`config.mk`:
```
export PLATFORM = sky130hd
export DESIGN_NAME = imm_extend_pipe
export DESIGN_NICKNAME = d
export VERILOG_FILES = /design/src/rtl/imm_extend_pipe.sv
export SDC_FILE = /design/constraint.sdc
export NUM_CORES = 1
export LEC_CHECK = 0
export CAP_MARGIN = 30
export CORE_AREA = 5 5 128 130
export CTS_CLUSTER_SIZE = 28
export DETAILED_ROUTE_END_ITERATION = 8
export DIE_AREA = 0 0 133 135
export SLEW_MARGIN = 25
export SYNTH_ARGS = -nofsm -noshare
export SYNTH_HDL_FRONTEND = slang
export SYNTH_SLANG_ARGS = --single-unit
export TNS_END_PERCENT = 1
```
`constraint.sdc`:
```
create_clock -name clk -period 5.2 [get_ports clk]
set_input_delay 1.3 -clock clk [delete_from_list [all_inputs] [get_ports clk]]
set_output_delay 1.3 -clock clk [all_outputs]
set_load 0.02 [all_outputs]
```
`src/rtl/imm_extend_pipe.sv`:
```
// Immediate extender: decodes the instruction immediate field into a DATA_W-wide value, carry and error flag.
// Latency: two register stages (S1 capture, S2 result); one item per cycle when out_ready stays high.
// Backpressure: a stalled S2 holds its outputs and S1 holds its item; in_ready drops only when both are full.
module imm_extend_pipe #(
  parameter int DATA_W = 32,
  parameter int TAG_W  = 4,
  parameter int CNT_W  = 16
) (
  input  logic              clk,
  input  logic              reset_n,
  input  logic              flush,
  input  logic              in_valid,
  output logic              in_ready,
  input  logic [23:0]       in_instr,
  input  logic [2:0]        in_immsrc,
  input  logic              in_cflag,
  input  logic [TAG_W-1:0]  in_tag,
  output logic              out_valid,
  input  logic              out_ready,
  output logic [DATA_W-1:0] out_extimm,
  output logic              out_carry,
  output logic              out_err,
  output logic [TAG_W-1:0]  out_tag,
  output logic [CNT_W-1:0]  err_cnt
);

  typedef struct packed {
    logic [23:0]      instr;
    logic [2:0]       immsrc;
    logic             cflag;
    logic [TAG_W-1:0] tag;
  } s1_t;

  s1_t  s1_dat;
  logic s1_vld;
  logic s2_free;
  logic s1_adv;
  logic in_fire;
  logic out_fire;

  assign s2_free  = !out_valid || out_ready;
  assign s1_adv   = s1_vld && s2_free;
  assign in_ready = !flush && (!s1_vld || s2_free);
  assign in_fire  = in_valid && in_ready;
  assign out_fire = out_valid && out_ready;

  logic [31:0]       rot_src;
  logic [4:0]        rot_amt;
  logic [31:0]       rot_val;
  logic [DATA_W-1:0] dec_imm;
  logic              dec_carry;
  logic              dec_err;

  always_comb begin
    rot_src   = {24'h0, s1_dat.instr[7:0]};
    rot_amt   = {s1_dat.instr[11:8], 1'b0};
    // Rotate right by shifting a doubled copy; the low word is the rotated value.
    rot_val   = 32'({rot_src, rot_src} >> rot_amt);
    dec_imm   = '0;
    dec_carry = s1_dat.cflag;
    dec_err   = 1'b0;
    case (s1_dat.immsrc)
      3'b000: dec_imm = DATA_W'(s1_dat.instr[7:0]);
      3'b001: dec_imm = DATA_W'(s1_dat.instr[11:0]);
      3'b010: dec_imm = {{(DATA_W-26){s1_dat.instr[23]}}, s1_dat.instr, 2'b00};
      3'b011: begin
        dec_imm = DATA_W'(rot_val);
        if (rot_amt != 5'd0) dec_carry = rot_val[31];
      end
      3'b100: dec_imm = {{(DATA_W-12){s1_dat.instr[11]}}, s1_dat.instr[11:0]};
      default: begin
        dec_carry = 1'b0;
        dec_err   = 1'b1;
      end
    endcase
  end

  always_ff @(posedge clk or negedge reset_n) begin
    if (!reset_n) begin
      s1_vld     <= 1'b0;
      s1_dat     <= '0;
      out_valid  <= 1'b0;
      out_extimm <= '0;
      out_carry  <= 1'b0;
      out_err    <= 1'b0;
      out_tag    <= '0;
      err_cnt    <= '0;
    end else if (flush) begin
      // Flush wins over both transfers, including the error count of a departing item.
      s1_vld    <= 1'b0;
      out_valid <= 1'b0;
    end else begin
      if (in_fire) s1_dat <= '{instr: in_instr, immsrc: in_immsrc, cflag: in_cflag, tag: in_tag};
      s1_vld <= in_fire || (s1_vld && !s1_adv);
      if (s2_free) begin
        out_valid <= s1_vld;
        if (s1_vld) begin
          out_extimm <= dec_imm;
          out_carry  <= dec_carry;
          out_err    <= dec_err;
          out_tag    <= s1_dat.tag;
        end
      end
      if (out_fire && out_err && (err_cnt != '1)) err_cnt <= err_cnt + CNT_W'(1);
    end
  end

endmodule

```
==> impl_metrics.tcl, run 1 <==
set metrics [dict create \
    dr.first_iter.drc_count 248 \
    synth_cell_types 52 \
    critPathMaxStageDelay_ns 0.63 \
    clk_latency_ns 0.34 \
    synth_top_area_cell "dfrtp_1" \
    finalMaxSlewViolations 0 \
    cts_tree "yes" \
    area_growth_pct 32.15 \
    synth_edf_count 0 \
    hold_class "flip-flop to flip-flop" \
    r2r-start "s1_dat[5]" \
    worst-path-buf-inv 3 \
    crit_slowest_cell "clkdlybuf4s50_1" \
    path_clk_slew_ns 0.06 \
    setup_viol 0 \
    core_um2 15030 \
    wl_per_cell_um 18.18 \
    syn-instance-count 396 \
    drtAntennaViolNets 0 \
    relSlewSlack 0.4175 \
    fin_util 0.3879 \
    syn_area_um2 4413 \
    synth-seq-cells 88 \
    grt_max_degree 57 \
    fin_crit_ns 4.130 \
    port_buffers 92 \
    drc 0 \
    ys.flop_type "dfrtp_1" \
    cp-end-kind "output pin" \
    antenna_cells 0 \
    cp.arrival_ns 2.83 \
    start_util 0.2935 \
    cts_root_buf "clkbuf_16" \
    status "finished, final reports clean" \
    grt_pass1_vias 3656 \
    ys_warn_count 0 \
    power_density_nw_per_um2 386.8 \
    r2r-end "out_extimm[4]" \
    post-route-period-util 0.7943 \
    die-area_um2 17960 \
    cts_resized 0 \
    cp_common_cell "clkdlybuf4s50_1" \
    layout-drive-gt1-share 0.1402 \
    grt_usage 0.1392 \
    peakVddDrop_mv 0.2257 \
    synth_area_leaders "dfrtp_1 (50%), mux2_2 (9.2%), nand2_1 (3.2%), a221o_1 (2.7%), mux2i_1 (2.3%)" \
    crit_chain "clkdlybuf4s50_1, nor2b_1, buf_4, a21oi_1, clkdlybuf4s50_1" \
    min_from "s1_dat[3]" \
    power_w 0.002255 \
    whs_endpoint "out_tag[3]" \
    crit_required_ns 3.90 \
    hold_viol_final 0 \
    worstHoldPathCells 2 \
    clk_path_buf_depth 2 \
    reg2reg_depth 4 \
    grt_overflow_total 0 \
    start_kind "primary input" \
    cap_violations 0 \
    grt_pass1_wl_um 19900 \
    crit_type "primary input to output pin" \
    routed_via_density 5.260 \
    path_delay_family "buffers and inverters" \
    cts.hold.buffers_added 0 \
    num_rows 45 \
    async_flop_share 1.000 \
    antenna_found_initial 0 \
    synth_common_cells "dfrtp_1 (88), nand2_1 (38), mux2_2 (36), nor2_1 (20), a21oi_1 (16)" \
    cts_max_level 3 \
    leakagePower_nw 2.381 \
    fin_skew_ns 0.01036 \
    clock_sinks 88 \
    fmax_ghz 0.2421 \
    rsz0062_at_grt "no" \
    regToRegSetupSlack_ns 2.80 \
    syn-num-nets 434 \
    drt_wl_total_um 12230 \
    worst_pin_slew_ns 0.8670 \
    tns_ns 0 \
    worst-path-max-fanout 10 \
    cts_setup_buffers 0 \
    vias 3540 \
    syn_avg_cell_area_um2 11.14 \
    seq_area_frac_synth 0.4990 \
    synth_top_area_share 0.4990 \
    place.gp.congestion 0.8566 \
    final_cells 673 \
    yosysMostFrequentCell "dfrtp_1" \
    die_y_um 135 \
    place_inst 656 \
    io_pins 93 \
    fin_nets 518 \
    drtPass1Iterations 5 \
    dpl.hpwl_um 8925 \
    cts-buffers-inserted 9 \
    die_w_um 133 \
]
cells in the final DEF (no fill, tap or decap), types with 4 or more instances in the layout:
cell             count
clkdlybuf4s50_1     91
dfrtp_1             88
nand2_1             38
mux2_2              36
nor2_1              20
a21oi_1             16
nand3_1             12
a221o_1             12
xnor2_1             11
o21ai_0             11
mux2i_1             10
nor3_1               9
a32oi_1              9
clkbuf_16            9
buf_4                7
and4_1               6
nand4_1              6
xor2_1               6
a222oi_1             6
nand4b_1             5
and2_1               5
a2bb2oi_1            5
nor2b_1              4
nor3b_1              4
inv_1                4
a21o_1               4
a311oi_1             4
registers in the layout (all words and copies together), names as in the netlist:
register / flops
err_cnt: 16
out_carry: 1
out_err: 1
out_extimm: 32
out_tag: 4
out_valid: 1
rot_amt: 4
rot_src: 8
s1_dat: 20
s1_vld: 1
worst max-delay path by stage:
| stage | from | endpoint | slack, ns | depth (start not counted) |
|---|---|---|---|---|
| after floorplan | out_ready | in_ready | 2.00 | 3 |
| after global placement | out_ready | in_ready | 1.08 | 5 |
| after detailed placement | out_ready | in_ready | 1.07 | 5 |
| after CTS | out_ready | in_ready | 1.07 | 5 |
| after global routing | out_ready | in_ready | 1.01 | 5 |
| final | out_ready | in_ready | 1.07 | 5 |
through the flow:
step                      instance area [um^2]  hold slack, ns  setup slack [ns]
after floorplan                           4413          0.4331             1.999
after global placement                    5454          0.4493             1.081
after detailed placement                  5461          0.4569             1.071
after CTS                                 5817          0.4695             1.068
after global routing                      5832          0.5030             1.006
final                                     5832          0.4630             1.070
cells by family after synthesis:
family	synth area share
muxes	0.1145
AOI/OAI and AO/OA	0.1480
buffers and inverters	0.03742
DFF	0.4990
and+or+nand+nor	0.1644
adders and majority gates	0.002835
xor gates and xnor gates	0.03374
area by class of cell:
class / count / area, um^2
fillers: 1443 / 9201
flip-flops and latches: 88 / 2202
multi-input cells: 278 / 2046
repair buffers: 99 / 978.4
clock buffers: 11 / 252.7
well taps: 188 / 235.2
clock inverters: 5 / 102.6
inverters: 4 / 15.01
power by group:
| part | switching, W | total [W] | internal, W |
|---|---|---|---|
| sequential | 0.000130 | 0.000921 | 0.000791 |
| combinational | 0.000287 | 0.000574 | 0.000287 |
| clock | 0.000266 | 0.000761 | 0.000495 |
| total | 0.000683 | 0.00226 | 0.00157 |
worst reg2reg max path: stages, from the launching register on:
cell and delay, ns:
dfrtp_1 0.86, nand2b_2 0.31, nor3_1 0.58, a222oi_1 0.17
a311oi_1 0.36
per-layer routing:
| layer | wire length (um) | GRT usage | share of wire | up-vias |
|---|---|---|---|---|
| li1 | - | - | - | 1657 |
| met3 | 555 | 0.03763 | 0.045 | 15 |
| met1 | 5566 | 0.1835 | 0.46 | 1775 |
| met5 | 0 | 0 | 0 | - |
| met4 | 181 | 0.04388 | 0.015 | 0 |
| met2 | 5929 | 0.2235 | 0.48 | 93 |
Note: power is estimated with default switching activity, not from simulation.
==> run 2: changes to the inputs <==
Clock period 5.2 ns to 3.79 ns, I/O delays scaled along.
==> impl_metrics.tcl, run 2 (same netlist as run 1, synthesis figures left out) <==
set metrics [dict create \
    worst-path-max-fanout 2 \
    cap_violations 0 \
    wl_per_cell_um 17.87 \
    tns_ns 0 \
    drt_wl_total_um 12010 \
    drtAntennaViolNets 0 \
    start_util 0.2935 \
    grt_overflow_total 0 \
    die_w_um 133 \
    fin_skew_ns 0.008167 \
    largest_register_ffs 32 \
    grt_max_degree 69 \
    cp.arrival_ns 2.32 \
    leakagePower_nw 2.362 \
    hold_class "primary input to asynchronous set/reset pin" \
    clk_latency_ns 0.34 \
    fin_crit_ns 3.268 \
    fillers 1458 \
    cts_max_level 3 \
    peakVddDrop_mv 0.2049 \
    die-area_um2 17960 \
    post-route-period-util 0.8623 \
    path_clk_slew_ns 0.06 \
    grt_pass1_wl_um 19330 \
    layout-drive-gt1-share 0.1384 \
    critPathMaxStageDelay_ns 0.64 \
    fin_nets 519 \
    antenna_found_initial 0 \
    clk_path_buf_depth 2 \
    grt_usage 0.1371 \
    drtPass1Iterations 9 \
    status "finished, final reports clean" \
    crit_type "primary input to output pin" \
    hold_viol_final 0 \
    cts_resized 0 \
    port_buffers 92 \
    start_kind "primary input" \
    fin_ws_ns 0.5219 \
    num_rows 45 \
    relSlewSlack 0.4556 \
    rsz0062_at_grt "no" \
    regMostFlops "out_extimm" \
    dpl.hpwl_um 8699 \
    crit_required_ns 2.84 \
    setup_viol 0 \
    dr.first_iter.drc_count 298 \
    cts_root_buf "clkbuf_16" \
    die_y_um 135 \
    antenna_cells 0 \
    final_cell_mix "clkdlybuf4s50_1 (91), dfrtp_1 (88), nand2_1 (38)" \
    fmax_ghz 0.3060 \
    power_density_nw_per_um2 508.8 \
    crit_chain "clkdlybuf4s50_1, nor2b_1, a21oi_1, clkdlybuf4s50_1" \
    vias 3508 \
    grt_pass1_vias 3524 \
    final_common_cell "clkdlybuf4s50_1" \
    crit_slowest_cell "clkdlybuf4s50_1" \
    routed_via_density 5.220 \
    cp-end-kind "output pin" \
    clock_sinks 88 \
    pre_cts_slack_ns 0.5371 \
    cts.hold.buffers_added 0 \
    cts_tree "yes" \
    top_regs "out_extimm x32, s1_dat x20, err_cnt x16" \
    io_pins 93 \
    path_delay_family "buffers and inverters" \
    cts-buffers-inserted 9 \
    cts_setup_buffers 0 \
    worst_pin_slew_ns 0.8103 \
    drc 0 \
    finalMaxSlewViolations 0 \
    core_um2 15030 \
    area_growth_pct 31.24 \
    worst-path-buf-inv 2 \
    cp_common_cell "clkdlybuf4s50_1" \
    place.gp.congestion 0.8746 \
]
-- run 2: cell count changes in the layout (fill, tap and decap cells not counted) --
cell / previous run / this run
bufinv_16: 3 / 1
buf_16: 0 / 1
buf_4: 7 / 8
buf_8: 1 / 0
-- run 2: per-stage QoR --
step | total power [W] | util | hold WS (ns) | cells | instance area, um^2
after CTS | 0.002988 | 0.3834 | 0.4744 | 671 | 5764
after global routing | 0.003092 | 0.3853 | 0.4703 | 672 | 5792
after floorplan | 0.001690 | - | 0.4331 | 396 | 4413
after global placement | 0.002055 | 0.3638 | 0.4484 | 657 | 5469
after detailed placement | 0.002071 | 0.3638 | 0.4575 | 657 | 5469
final | 0.002947 | 0.3853 | 0.4612 | 672 | 5792
-- run 2: worst paths after layout --
| path | start | end | slack (ns) | cells after the start |
|---|---|---|---|---|
| min | reset_n | err_cnt[5] | 0.46 | 1 |
| min in group clk | s1_dat[0] | out_tag[0] | 0.47 | 2 |
| max | out_ready | in_ready | 0.52 | 4 |
| max reg2reg | s1_dat[5] | out_extimm[4] | 1.37 | 4 |
| max in group asynchronous | reset_n | s1_dat[6] | 2.59 | 3 |
| min reg2reg | s1_dat[0] | out_tag[0] | 0.47 | 2 |
-- run 2: layout make-up --
class	count	area (um^2)	area share
repair buffers	100	998.5	0.1724
well taps	188	235.2	0.04061
multi-input cells	278	2046	0.3532
inverters	4	15.01	0.002592
clock inverters	3	42.54	0.007345
flip-flops and latches	88	2202	0.3802
clock buffers	11	252.7	0.04364
-- run 2: per-layer routing --
layer | wire length, um | GRT usage | vias up
li1 | - | - | 1663
met1 | 5382 | 0.1812 | 1738
met2 | 5834 | 0.2159 | 93
met3 | 572 | 0.03390 | 14
met4 | 217 | 0.05543 | 0
met5 | 0 | 0 | -
-- run 2: report_power, final --
group / leakage, nW / switching (W) / internal, W
Clock: 0.143 / 0.000359 / 0.000538
Sequential: 1.12 / 0.000180 / 0.00109
Combinational: 1.10 / 0.000388 / 0.000396
Total: 2.36 / 0.000927 / 0.00202
